[src/rtl/ps2_scancode_decoder_pkg.sv]
// Shared definitions for the PS/2 scancode decoder: prefix bytes, prefix-FSM
// state encoding and the set-2 make-code to ASCII table.
package ps2_scancode_decoder_pkg;

  localparam logic [7:0] PS2_BREAK = 8'hF0;
  localparam logic [7:0] PS2_EXT   = 8'hE0;

  typedef enum logic [1:0] {
    S_IDLE    = 2'd0,
    S_BRK     = 2'd1,
    S_EXT     = 2'd2,
    S_EXT_BRK = 2'd3
  } ps2_state_t;

  typedef struct packed {
    logic       valid;
    logic [7:0] ascii;
  } lookup_t;

  // Set-2 make code -> upper-case ASCII; valid=0 for codes we do not map.
  function automatic lookup_t scan_to_ascii(input logic [7:0] code);
    lookup_t r;
    r.valid = 1'b1;
    r.ascii = 8'h00;
    case (code)
      8'h1C: r.ascii = 8'h41;  8'h32: r.ascii = 8'h42;  8'h21: r.ascii = 8'h43;
      8'h23: r.ascii = 8'h44;  8'h24: r.ascii = 8'h45;  8'h2B: r.ascii = 8'h46;
      8'h34: r.ascii = 8'h47;  8'h33: r.ascii = 8'h48;  8'h43: r.ascii = 8'h49;
      8'h3B: r.ascii = 8'h4A;  8'h42: r.ascii = 8'h4B;  8'h4B: r.ascii = 8'h4C;
      8'h3A: r.ascii = 8'h4D;  8'h31: r.ascii = 8'h4E;  8'h44: r.ascii = 8'h4F;
      8'h4D: r.ascii = 8'h50;  8'h15: r.ascii = 8'h51;  8'h2D: r.ascii = 8'h52;
      8'h1B: r.ascii = 8'h53;  8'h2C: r.ascii = 8'h54;  8'h3C: r.ascii = 8'h55;
      8'h2A: r.ascii = 8'h56;  8'h1D: r.ascii = 8'h57;  8'h22: r.ascii = 8'h58;
      8'h35: r.ascii = 8'h59;  8'h1A: r.ascii = 8'h5A;
      8'h45: r.ascii = 8'h30;  8'h16: r.ascii = 8'h31;  8'h1E: r.ascii = 8'h32;
      8'h26: r.ascii = 8'h33;  8'h25: r.ascii = 8'h34;  8'h2E: r.ascii = 8'h35;
      8'h36: r.ascii = 8'h36;  8'h3D: r.ascii = 8'h37;  8'h3E: r.ascii = 8'h38;
      8'h46: r.ascii = 8'h39;
      8'h29: r.ascii = 8'h20;
      8'h5A: r.ascii = 8'h0D;
      default: r.valid = 1'b0;
    endcase
    return r;
  endfunction

endpackage

[src/rtl/ps2_char_fifo.sv]
// Generic synchronous show-ahead FIFO. Pointers carry one extra wrap bit so
// full/empty are distinguishable. A write while full is only taken when a
// read frees a slot on the same edge. rd_data reads as zero when empty.
module ps2_char_fifo #(
  parameter int WIDTH = 8,
  parameter int DEPTH = 4
) (
  input  logic             clk,
  input  logic             rst_n,
  input  logic             wr_en,
  input  logic [WIDTH-1:0] wr_data,
  input  logic             rd_en,
  output logic [WIDTH-1:0] rd_data,
  output logic             full,
  output logic             empty
);

  localparam int AW = $clog2(DEPTH);

  logic [WIDTH-1:0] mem [DEPTH];
  logic [AW:0]      wr_ptr_reg;
  logic [AW:0]      rd_ptr_reg;
  logic             rd_fire;
  logic             wr_fire;

  assign empty   = (wr_ptr_reg == rd_ptr_reg);
  assign full    = (wr_ptr_reg[AW] != rd_ptr_reg[AW]) &&
                   (wr_ptr_reg[AW-1:0] == rd_ptr_reg[AW-1:0]);
  assign rd_fire = rd_en && !empty;
  assign wr_fire = wr_en && (!full || rd_fire);
  assign rd_data = empty ? '0 : mem[rd_ptr_reg[AW-1:0]];

  // Pointer update: each pointer advances on its accepted transfer.
  always_ff @(posedge clk or negedge rst_n) begin
    if (!rst_n) begin
      wr_ptr_reg <= '0;
      rd_ptr_reg <= '0;
    end else begin
      if (wr_fire) wr_ptr_reg <= wr_ptr_reg + {{AW{1'b0}}, 1'b1};
      if (rd_fire) rd_ptr_reg <= rd_ptr_reg + {{AW{1'b0}}, 1'b1};
    end
  end

  // Storage write; contents need no reset since empty masks stale data.
  always_ff @(posedge clk) begin
    if (wr_fire) mem[wr_ptr_reg[AW-1:0]] <= wr_data;
  end

endmodule

[src/rtl/ps2_scancode_decoder.sv]
// PS/2 set-2 scancode decoder: prefix FSM (F0 break / E0 extended), make-code
// lookup, one pipeline register, char FIFO and an overflow pulse.
// Optional typematic-repeat filter enabled by defining REPEAT_FILTER_EN.
module ps2_scancode_decoder
  import ps2_scancode_decoder_pkg::*;
#(
  parameter int FIFO_DEPTH = 4
) (
  input  logic       clk,
  input  logic       rst_n,
  input  logic [7:0] in_data,
  input  logic       in_strb,
  output logic [7:0] char_data,
  output logic       char_valid,
  input  logic       char_ready,
  output logic       overflow
);

  ps2_state_t state_reg;
  ps2_state_t state_next;
  lookup_t    lookup;
  logic       make_hit;
  logic       accept;
  logic       pipe_valid_reg;
  logic [7:0] pipe_char_reg;
  logic       overflow_reg;
  logic       fifo_full;
  logic       fifo_empty;

  assign lookup = scan_to_ascii(in_data);

  // Prefix FSM next state; flags a mapped make code seen in S_IDLE.
  always_comb begin
    state_next = state_reg;
    make_hit   = 1'b0;
    if (in_strb) begin
      case (state_reg)
        S_IDLE: begin
          if (in_data == PS2_BREAK)    state_next = S_BRK;
          else if (in_data == PS2_EXT) state_next = S_EXT;
          else                         make_hit   = lookup.valid;
        end
        S_BRK:     state_next = S_IDLE;
        S_EXT:     state_next = (in_data == PS2_BREAK) ? S_EXT_BRK : S_IDLE;
        S_EXT_BRK: state_next = S_IDLE;
        default:   state_next = S_IDLE;
      endcase
    end
  end

  // Prefix FSM state register.
  always_ff @(posedge clk or negedge rst_n) begin
    if (!rst_n) state_reg <= S_IDLE;
    else        state_reg <= state_next;
  end

`ifdef REPEAT_FILTER_EN
  logic [7:0] last_make_reg;
  logic [7:0] last_make_next;

  // Repeat filter: drop a make equal to the last accepted one; a plain break
  // of that key re-arms it. Extended sequences never reach S_BRK.
  always_comb begin
    last_make_next = last_make_reg;
    accept         = make_hit && (in_data != last_make_reg);
    if (accept)
      last_make_next = in_data;
    else if (in_strb && (state_reg == S_BRK) && (in_data == last_make_reg))
      last_make_next = 8'h00;
  end

  // Last accepted make code register.
  always_ff @(posedge clk or negedge rst_n) begin
    if (!rst_n) last_make_reg <= 8'h00;
    else        last_make_reg <= last_make_next;
  end
`else
  assign accept = make_hit;
`endif

  // Lookup pipeline register feeding the FIFO write port.
  always_ff @(posedge clk or negedge rst_n) begin
    if (!rst_n) begin
      pipe_valid_reg <= 1'b0;
      pipe_char_reg  <= 8'h00;
    end else begin
      pipe_valid_reg <= accept;
      if (accept) pipe_char_reg <= lookup.ascii;
    end
  end

  // Overflow pulse: a pipelined char hit a full FIFO with no read to make room.
  always_ff @(posedge clk or negedge rst_n) begin
    if (!rst_n) overflow_reg <= 1'b0;
    else        overflow_reg <= pipe_valid_reg && fifo_full && !(char_valid && char_ready);
  end

  ps2_char_fifo #(
    .WIDTH (8),
    .DEPTH (FIFO_DEPTH)
  ) u_fifo (
    .clk     (clk),
    .rst_n   (rst_n),
    .wr_en   (pipe_valid_reg),
    .wr_data (pipe_char_reg),
    .rd_en   (char_ready),
    .rd_data (char_data),
    .full    (fifo_full),
    .empty   (fifo_empty)
  );

  assign char_valid = !fifo_empty;
  assign overflow   = overflow_reg;

endmodule

[config.mk]
export PLATFORM = sky130hd
export DESIGN_NAME = ps2_scancode_decoder
export DESIGN_NICKNAME = d
export VERILOG_FILES = /design/src/rtl/ps2_scancode_decoder_pkg.sv /design/src/rtl/ps2_char_fifo.sv /design/src/rtl/ps2_scancode_decoder.sv
export SDC_FILE = /design/constraint.sdc
export NUM_CORES = 1
export LEC_CHECK = 0
export ABC_AREA = 1
export CAP_MARGIN = 0
export CORE_UTILIZATION = 35
export CTS_BUF_LIST = sky130_fd_sc_hd__clkbuf_8 sky130_fd_sc_hd__clkbuf_16
export DETAILED_ROUTE_END_ITERATION = 8
export PLACE_DENSITY = 0.64
export RECOVER_POWER = 100
export SLEW_MARGIN = 20
export SYNTH_ARGS = -nofsm -noshare
export SYNTH_HDL_FRONTEND = slang
export SYNTH_SLANG_ARGS = --single-unit
[constraint.sdc]
create_clock -name clk -period 5 [get_ports clk]
set_clock_uncertainty 0.15 [all_clocks]
set_input_delay 0.5 -clock clk [delete_from_list [all_inputs] [get_ports clk]]
set_output_delay 0.5 -clock clk [all_outputs]
set_load 0.005 [all_outputs]
==> results of run 1 <==
## worst register-to-register path, delay by kind of cell (launching register included)
family	cells	cell delay (ns)
flip-flops	1	0.69
AND/OR/NAND/NOR	4	1.10
buffers and inverters	1	0.40
AO/OA/AOI/OAI	1	0.08
## logic make-up after synthesis
kind of cell,count (synthesis)
muxes,1
DFF,45
adders and majority gates,5
and+or+nand+nor,211
other,1
xor gates and xnor gates,6
AOI/OAI and AO/OA,23
buffers and inverters,36
## layout make-up
class                           instances  area (um^2)
Clock buffer                            5         68.8
Clock inverter                          3         15.0
Fill cell                             763         4270
Inverter                               29          109
Multi-Input combinational cell        247         1160
Sequential cell                        45         1270
Tap cell                               99          124
Timing Repair Buffer                   20          200
## metal layers
layer / part of all wire / GRT usage / up-vias
li1: - / - / 1107
met1: 0.46 / 0.196 / 994
met2: 0.49 / 0.268 / 67
met3: 0.046 / 0.0198 / 4
met4: 0.0042 / 0.0381 / 0
met5: 0 / 0 / -
## cells in the final DEF, fill, tap and decap left out, drive strengths merged, types with 2 or more instances in the layout
cell type and count:
a21oi 4, clkbuf 5, clkdlybuf4s50 8, dfrtp 17
dlygate4sd3 12, edfxtp 28, ha 5, inv 31
nand2 106, nand3 22, nand3b 2, nand4 9
nor2 70, nor3 2, o21ai 10, o32ai 7
xnor2 2, xor2 4
## final timing paths
| path | end |
|---|---|
| setup / recovery | char_data[0] |
| hold / removal | u_fifo.wr_ptr_reg[2] |
| setup reg to reg | u_fifo.mem[3][0] |
| hold reg to reg | u_fifo.wr_ptr_reg[2] |
| max in group asynchronous | pipe_char_reg[2] |
| min in group asynchronous | u_fifo.rd_ptr_reg[0] |
## power by group through the flow
stage	clock, mW	combinational (mW)	sequential, mW
after CTS	0.214	0.456	0.544
after floorplan	0	0.304	0.507
after detailed placement	0	0.456	0.551
final	0.205	0.420	0.543
after global routing	0.228	0.490	0.553
after global placement	0	0.447	0.550
## per-stage QoR
step,instances,util,setup slack [ns],total power [mW]
after global routing,448,0.408,1.48,1.27
final,448,0.408,1.68,1.17
after floorplan,328,-,3.08,0.811
after detailed placement,440,0.398,2.19,1.01
after CTS,448,0.410,1.87,1.21
after global placement,440,0.398,2.22,0.996
==> impl_metrics.csv, run 1 <==
group,metric,value,unit
place,place_area,0.00287,mm^2
final_layout,area_growth,13.5,%
timing,setup_violations,0,
clock_tree,cts_root_buf,"clkbuf_8",
pwr,clockPowerShare,0.176,
hold_path,min_path_type,"flop to flop",
yosys,syn_nets,345,
grt,antenna_found_initial,0,
final_layout,largest_reg_flops,28,
place,place_congestion,0.951,
hold_path,min_delay_path_depth,1,
clock_tree,cts_htree_levels,2,
floorplan,num_rows,31,
final_layout,drive_gt1_frac,0.0659,
pwr,leakage,1.43,nW
yosys,synthTopCellsByArea,"edfxtp_1 (32%), dfrtp_1 (16%), nand2_1 (15%), nor2_1 (9.1%), nand3_1 (4.1%)",
place,dp_hpwl,4150,um
setup_path,cp-end-kind,"output port",
floorplan,dieArea,0.00776,mm^2
yosys,synthXorXnorAreaFrac,0.0203,
pwr,p_comb_frac,0.359,
route,wl_per_cell,12.2,um
pwr,power_switching,412,uW
yosys,synth_top_area_cell,"edfxtp_1",
yosys,ys_ff_latch,45,
yosys,synth.top_cell.area_share,0.324,
final_layout,fin_area,0.00294,mm^2
timing,tightestPinTransition,0.843,ns
setup_path,path_delay_family,"buffers and inverters",
yosys,ys.flop_type,"edfxtp_1",
setup_path,worstPathArrival,2.67,ns
setup_path,cp_max_fo,17,
route,wirelength,5450,um
route,drtIter0Drc,116,
yosys,synth_edf_count,28,
setup_path,crit_buf_inv,3,
setup_path,start_kind,"flop",
clock_tree,cts_hold_buf,0,
setup_path,r2r_cells,6,
grt,grt_max_degree,18,
clock_tree,cts_resized,0,
yosys,yosys_warnings,0,
final_layout,diodes,0,
floorplan,ios,22,
timing,relSlewSlack,0.436,
timing,min_period,3.32,ns
route,avgViaCountPerCell,4.85,
run_status,outcome,"finished, final reports clean",
run,cap_violations,0,
route,route.detailed.drc,0,
pwr,peakVddDrop,153,uV
pwr,p_int,757,uW
yosys,synthMuxAreaShare,0.00434,
route,drt_first_pass_iters,4,
clock_tree,cts_sinks,45,
clock_tree,cts_tree,"yes",
setup_path,cpMostUsedCell,"nand2_1",
yosys,avgSynthCellArea,7.91,um^2
setup_path,required,4.35,ns
timing,whs,0.344,ns
grt,grt_pass1_wl,9210,um
setup_path,slowest_delay,0.59,ns
clock_tree,cts_buffer_depth,2,
grt,grt_util_all_layers,0.151,
setup_path,ff2ff_setup_slack,2.20,ns
floorplan,die_w,88.1,um
pwr,switching_share,0.352,
setup_path,path_cells,"inv_1, nand2_1, a21oi_1, nand2_1, nand2_1, inv_1, dlygate4sd3_1",
yosys,synth_compound_area_frac,0.0564,
yosys,yosysUniqueCellTypes,30,
route,vias,2172,
timing,hold_violations,0,
clock_tree,post_cts_buffers,0,
floorplan,initial_utilization,0.360,
clock_tree,worstSkewPairLatency,0.28,ns
timing,tns,0,ns
timing,fmax,302,MHz
yosys,yosys.area_share.simple,0.346,
yosys,synth_top_family_by_area,"simple AND/OR/NAND/NOR gates",
clock_tree,clk_pin_slew,0.08,ns
setup_path,critPathLaunch,"u_fifo.rd_ptr_reg[0]",
timing,rsz0062_at_grt,"no",
grt,grt_pass1_vias,1989,
floorplan,die_h,88.1,um
yosys,syn-cell-area,0.00259,mm^2
route,ant_nets,0,
yosys,yosysMostFrequentCell,"nand2_1",
yosys,netlist_top_cells_count,"nand2_1 (101), nor2_1 (63), edfxtp_1 (28)",
yosys,synthArstFlopShare,0.378,
setup_path,cp_num_cells,7,
clock_tree,cts_buffers,5,
place,portBuffers,20,
setup_path,crit_slowest_cell,"dfrtp_1",
yosys,yosysSeqAreaShare,0.488,
setup_path,crit_type,"flop to output port",
floorplan,core_area,0.00721,mm^2
pwr,power.density,397,mW/mm^2
grt,overflow,0,
pwr,seq_power_share,0.465,
final_layout,finalNetCount,365,
timing,fin_crit_sh,0.663,
yosys,synthCells,328,
timing,slew_viol_final,0,
hold_path,hp-start,"u_fifo.wr_ptr_reg[2]",
setup_path,timing.rr.start,"u_fifo.rd_ptr_reg[0]",
yosys,post_synth_fa_ha_maj_area_fraction,0.0241,
Note: power is estimated with default switching activity, not from simulation.
==> run 2: changes to the inputs <==
--- a/config.mk
+++ b/config.mk
@@ -10,7 +10,7 @@
 export CORE_UTILIZATION = 35
 export CTS_BUF_LIST = sky130_fd_sc_hd__clkbuf_8 sky130_fd_sc_hd__clkbuf_16
 export DETAILED_ROUTE_END_ITERATION = 8
-export PLACE_DENSITY = 0.64
+export PLACE_DENSITY = 0.66
 export RECOVER_POWER = 100
 export SLEW_MARGIN = 20
 export SYNTH_ARGS = -nofsm -noshare
==> constraint.sdc (replaced) <==
create_clock -name clk -period 2.8 [get_ports clk]
set_clock_uncertainty 0.15 [all_clocks]
set_input_delay 0.28 -clock clk [delete_from_list [all_inputs] [get_ports clk]]
set_output_delay 0.28 -clock clk [all_outputs]
set_load 0.005 [all_outputs]
==> run 2 against run 1 <==
Against the previous run:
- final area up 2.9%
- utilization up 1.2 points
- non-clock buffer count up 9
- final cell count up 2.0%
- count of clock-buffer cells in the layout unchanged
- sequential power up 73%
- clock power up 130%
- combinational power up 110%
- sequential share of layout area down 1.2 points
- worst hold slack worse by 0.0049 ns
- register-to-register slack worse by 1.6 ns
- via count up 1.7%
- largest cell class unchanged
==> impl_metrics.csv, run 2 (synthesized netlist as in run 1, its figures left out) <==
group,metric,value,unit
setup_path,crit_slowest_cell,"dlygate4sd3_1",
route,route.detailed.drc,0,
route,drt_first_pass_iters,4,
grt,grt_util_all_layers,0.154,
setup_path,slowest_delay,0.62,ns
timing,rsz0062_at_grt,"no",
final_layout,area_growth,16.8,%
route,vias,2208,
place,dp_hpwl,4300,um
clock_tree,cts_hold_buf,0,
setup_path,required,2.37,ns
grt,grt_max_degree,18,
clock_tree,post_cts_buffers,0,
pwr,clockPowerShare,0.205,
clock_tree,cts_resized,0,
clock_tree,cts_sinks,45,
floorplan,dieArea,0.00776,mm^2
timing,relSlewSlack,0.483,
clock_tree,worstSkewPairLatency,0.28,ns
pwr,leakage,1.48,nW
floorplan,ios,22,
route,drtIter0Drc,142,
clock_tree,cts_root_buf,"clkbuf_8",
run_status,outcome,"finished, final reports clean",
floorplan,num_rows,31,
route,ant_nets,0,
setup_path,cp-end-kind,"output port",
pwr,power.total,2.27,mW
timing,fmax,388,MHz
floorplan,die_h,88.1,um
timing,tns,0,ns
route,avgViaCountPerCell,4.83,
pwr,switching_share,0.336,
pwr,power.density,749,mW/mm^2
clock_tree,cts_htree_levels,2,
place,place_area,0.00294,mm^2
hold_path,min_path_type,"flop to flop",
pwr,seq_power_share,0.414,
setup_path,path_cells,"xor2_1, a21oi_1, nand2_2, dlygate4sd3_1",
grt,grt_pass1_vias,2152,
run,cap_violations,0,
setup_path,worstPathArrival,2.14,ns
clock_tree,cts_buffer_depth,2,
final_layout,drive_gt1_frac,0.0838,
final_layout,finalNetCount,374,
clock_tree,cts_buffers,5,
setup_path,cp_max_fo,17,
final_layout,instances_no_fill,457,
timing,hold_violations,0,
place,place_congestion,0.917,
final_layout,diodes,0,
pwr,power_switching,763,uW
timing,setup_ws,0.226,ns
place,numPlacedInstances,449,
final_layout,final_cell_mix,"nand2_1 (101), nor2_1 (64), edfxtp_1 (28)",
route,wl_per_cell,12.1,um
pwr,p_int,1.51,mW
final_layout,largest_reg_flops,28,
final_layout,mostFrequentLayoutCell,"nand2_1",
timing,min_period,2.57,ns
grt,grt_pass1_wl,9400,um
place,place_worst_setup_slack,0.504,ns
timing,fin_crit_sh,0.919,
setup_path,start_kind,"flop",
grt,overflow,0,
final_layout,fillers,754,
floorplan,core_area,0.00721,mm^2
clock_tree,cts_tree,"yes",
route,wirelength,5510,um
floorplan,initial_utilization,0.360,
final_layout,fin_area,0.00303,mm^2
timing,slew_viol_final,0,
clock_tree,clk_pin_slew,0.08,ns
timing,tightestPinTransition,0.773,ns
pwr,peakVddDrop,222,uV
grt,antenna_found_initial,0,
setup_path,crit_type,"flop to output port",
floorplan,die_w,88.1,um
place,portBuffers,20,
timing,setup_violations,0,
pwr,p_comb_frac,0.381,
-- run 2: changes by cell type in the layout (fill, tap and decap cells not counted), moves of 2 or more --
cell | previous run | this run
buf_4 | 0 | 4
clkbuf_1 | 0 | 5
clkdlybuf4s50_1 | 8 | 16
dlygate4sd3_1 | 12 | 4
nand2_1 | 103 | 101
-- run 2: path summary, 6_finish.rpt --
check	startpoint	endpoint	slack, ns	depth (start not counted)
worst max-delay path	u_fifo.rd_ptr_reg[1]	char_valid	0.23	4
worst min-delay path	u_fifo.wr_ptr_reg[2]	u_fifo.wr_ptr_reg[2]	0.34	1
worst max register to register	u_fifo.rd_ptr_reg[1]	u_fifo.mem[1][4]	0.56	6
worst min register to register	u_fifo.wr_ptr_reg[2]	u_fifo.wr_ptr_reg[2]	0.34	1
max in group asynchronous	rst_n	u_fifo.rd_ptr_reg[1]	1.65	1
min in group asynchronous	rst_n	u_fifo.wr_ptr_reg[1]	0.36	1
-- run 2: worst max-delay path: cells and delay by family, from the launching register on --
family | cells | cell delay [ns]
flip-flops | 1 | 0.60
buffers and inverters | 1 | 0.62
AND/OR/NAND/NOR | 1 | 0.19
AO/OA/AOI/OAI | 1 | 0.21
XOR/XNOR | 1 | 0.25
-- run 2: cell type report --
type | count | area (um^2) | share of cell area
flip-flops and latches | 45 | 1270 | 0.418
well taps | 99 | 124 | 0.0409
clock buffers | 5 | 68.8 | 0.0227
inverters | 29 | 109 | 0.0359
multi-input cells | 247 | 1170 | 0.386
repair buffers | 29 | 249 | 0.0822
clock inverters | 3 | 42.5 | 0.0140
-- run 2: per-stage QoR --
stage / hold WS, ns / utilization
2_1_floorplan: -0.166 / -
3_3_place_gp: 0.328 / 0.408
3_5_place_dp: 0.331 / 0.408
4_1_cts: 0.318 / 0.423
5_1_grt: 0.378 / 0.420
6_report: 0.339 / 0.420
-- run 2: power groups by stage --
| stage | Clock, mW | Sequential, mW | Combinational (mW) |
|---|---|---|---|
| detailed placement | 0 | 0.954 | 0.884 |
| global route | 0.509 | 0.957 | 0.989 |
| finish | 0.465 | 0.940 | 0.866 |
| CTS | 0.475 | 0.941 | 0.886 |
| global placement | 0 | 0.950 | 0.856 |
| floorplan | 0 | 0.905 | 0.543 |
-- run 2: per-layer routing --
metal  track usage  vias to the layer above  wire length [um]
li1              -                     1133                 -
met1         0.189                     1000              2430
met2         0.281                       63              2710
met4        0.0484                        0               123
met3        0.0198                       12               253
met5             0                        -                 0
==> run 3: changes to the inputs <==
--- a/config.mk
+++ b/config.mk
@@ -10,6 +10,7 @@
 export CORE_UTILIZATION = 35
 export CTS_BUF_LIST = sky130_fd_sc_hd__clkbuf_8 sky130_fd_sc_hd__clkbuf_16
 export DETAILED_ROUTE_END_ITERATION = 8
+export GPL_TIMING_DRIVEN = 0
 export PLACE_DENSITY = 0.66
 export RECOVER_POWER = 100
 export SLEW_MARGIN = 20
==> run 3 against run 2 <==
Against the previous run:
- register-to-register slack lost 0.09 ns
- clock power grew 6.2%
- worst hold slack gained 0.0021 ns
- wire length grew 0.76%
- sequential power shrank 2.2%
- critical path type unchanged
==> impl_metrics.csv, run 3 (synthesized netlist as in run 1, its figures left out) <==
group,metric,value,unit
floorplan,num_rows,31,
clock_tree,worstSkewPairLatency,0.30,ns
final_layout,fin_area,0.00302,mm^2
pwr,p_int,1.50,mW
final_layout,drive_gt1_frac,0.0871,
pwr,p_comb_frac,0.384,
setup_path,crit_type,"flop to output port",
setup_path,r2r_cells,6,
clock_tree,cts_buffers,5,
run_status,outcome,"finished, final reports clean",
setup_path,ff2ff_setup_slack,0.47,ns
setup_path,cp_max_fo,10,
timing,setup_violations,0,
clock_tree,post_cts_buffers,0,
route,route.detailed.drc,0,
timing,tightestPinTransition,0.815,ns
floorplan,die_h,88.1,um
grt,grt_pass1_wl,9140,um
clock_tree,cts_tree,"yes",
place,dp_hpwl,4210,um
pwr,power.total,2.29,mW
timing,fmax,373,MHz
pwr,clockPowerShare,0.215,
pwr,power_switching,789,uW
run,cap_violations,0,
final_layout,area_growth,16.5,%
timing,rsz0062_at_grt,"yes",
setup_path,reg2reg_to,"u_fifo.mem[3][0]",
place,place_congestion,0.908,
grt,grt_max_degree,18,
grt,antenna_found_initial,0,
floorplan,initial_utilization,0.360,
pwr,seq_power_share,0.401,
timing,slew_viol_final,0,
grt,use_met3,0.0226,
pwr,peakVddDrop,238,uV
final_layout,final_cell_mix,"nand2_1 (102), nor2_1 (64), edfxtp_1 (28)",
setup_path,worstPathArrival,2.25,ns
route,drt_first_pass_iters,4,
timing,min_period,2.68,ns
setup_path,slowest_delay,0.48,ns
final_layout,fillers,748,
timing,relSlewSlack,0.454,
final_layout,finalNetCount,372,
final_layout,largest_reg_flops,28,
grt,use_met2,0.288,
timing,tns,0,ns
setup_path,crit_slowest_cell,"dfrtp_1",
clock_tree,clk_pin_slew,0.09,ns
route,ant_nets,0,
setup_path,timing.rr.start,"u_fifo.rd_ptr_reg[0]",
timing,fin_crit_sh,0.957,
pwr,power.density,759,mW/mm^2
floorplan,core_area,0.00721,mm^2
route,wirelength,5550,um
setup_path,path_cells,"inv_1, clkbuf_2, nor2_1, o32ai_1, nand2_1, inv_1, clkdlybuf4s50_1",
final_layout,mostFrequentLayoutCell,"nand2_1",
clock_tree,cts_buffer_depth,2,
grt,grt_pass1_vias,2029,
route,avgViaCountPerCell,4.84,
final_layout,final_core_util,0.419,
grt,overflow,0,
clock_tree,cts_htree_levels,2,
setup_path,required,2.37,ns
clock_tree,cts_root_buf,"clkbuf_8",
clock_tree,cts_sinks,45,
floorplan,die_w,88.1,um
final_layout,regArea,0.00127,mm^2
grt,use_met1,0.174,
route,drtIter0Drc,206,
setup_path,start_kind,"flop",
final_layout,diodes,0,
floorplan,dieArea,0.00776,mm^2
route,vias,2201,
place,portBuffers,20,
floorplan,ios,22,
timing,hold_violations,0,
pwr,leakage,1.46,nW
final_layout,multiInputGateArea,0.00116,mm^2
grt,grt_util_all_layers,0.154,
hold_path,min_path_type,"primary input to asynchronous set/reset pin",
setup_path,cp-end-kind,"output port",
grt,busiest_layer,"met2",
place,place_area,0.00292,mm^2
route,wl_per_cell,12.2,um
setup_path,cpMostUsedCell,"inv_1",
pwr,switching_share,0.344,
## run 3: cell count changes in the layout (fill, tap and decap cells not counted), sizes merged
cell    previous run  this run
clkbuf            10         9
buf                4         3
## run 3: final cells by class
class,instances,area share
clock buffer,5,0.0228
buffer,7,0.0157
clock inverter,3,0.0145
tap,99,0.0410
sequential,45,0.419
timing repair buffer,20,0.0662
inverter,29,0.0360
multi-input combinational,247,0.385
## run 3: power groups by stage
stage	combinational [mW]	sequential (mW)	clock (mW)
4_1_cts	0.898	0.921	0.502
2_1_floorplan	0.543	0.905	0
6_report	0.881	0.919	0.494
5_1_grt	0.999	0.936	0.534
3_5_place_dp	0.895	0.932	0
3_3_place_gp	0.876	0.929	0
## run 3: worst max-delay path: cells and delay by family (launching register included)
family | cells | cell delay, ns
buffers and inverters | 4 | 1.10
flip-flops | 1 | 0.48
AO/OA/AOI/OAI | 1 | 0.23
AND/OR/NAND/NOR | 2 | 0.15
## run 3: per-layer routing
| layer | routed length (um) | share of wire | vias up |
|---|---|---|---|
| met5 | 0 | 0 | - |
| met3 | 163 | 0.029 | 11 |
| li1 | - | - | 1126 |
| met4 | 119 | 0.021 | 0 |
| met2 | 2750 | 0.50 | 42 |
| met1 | 2520 | 0.45 | 1022 |
## run 3: worst max-delay path by stage
stage	start	cells after the start	slack (ns)	endpoint
floorplan	u_fifo.rd_ptr_reg[1]	6	0.94	u_fifo.mem[3][0]
global placement	u_fifo.rd_ptr_reg[0]	7	0.27	char_data[1]
detailed placement	u_fifo.rd_ptr_reg[0]	7	0.27	char_data[3]
CTS	u_fifo.rd_ptr_reg[0]	7	0.09	char_data[3]
global route	u_fifo.rd_ptr_reg[0]	7	-0.03	char_data[3]
finish	u_fifo.rd_ptr_reg[0]	7	0.12	char_data[3]
## run 3: timing repair
item / in CTS / in global routing
pin swaps: 0 / 0
gates resized for setup: 1 / 0
hold buffers: 0 / 0
endpoints found under the hold margin: 0 / 0
endpoints found under the setup margin: 4 / 2
## run 3: through the flow
step / hold WS, ns / setup WS (ns) / cells
final: 0.341 / 0.121 / 455
after global routing: 0.373 / -0.0294 / 455
after CTS: 0.302 / 0.0898 / 455
after detailed placement: 0.331 / 0.268 / 447
after global placement: 0.327 / 0.271 / 447
after floorplan: -0.166 / 0.938 / 328
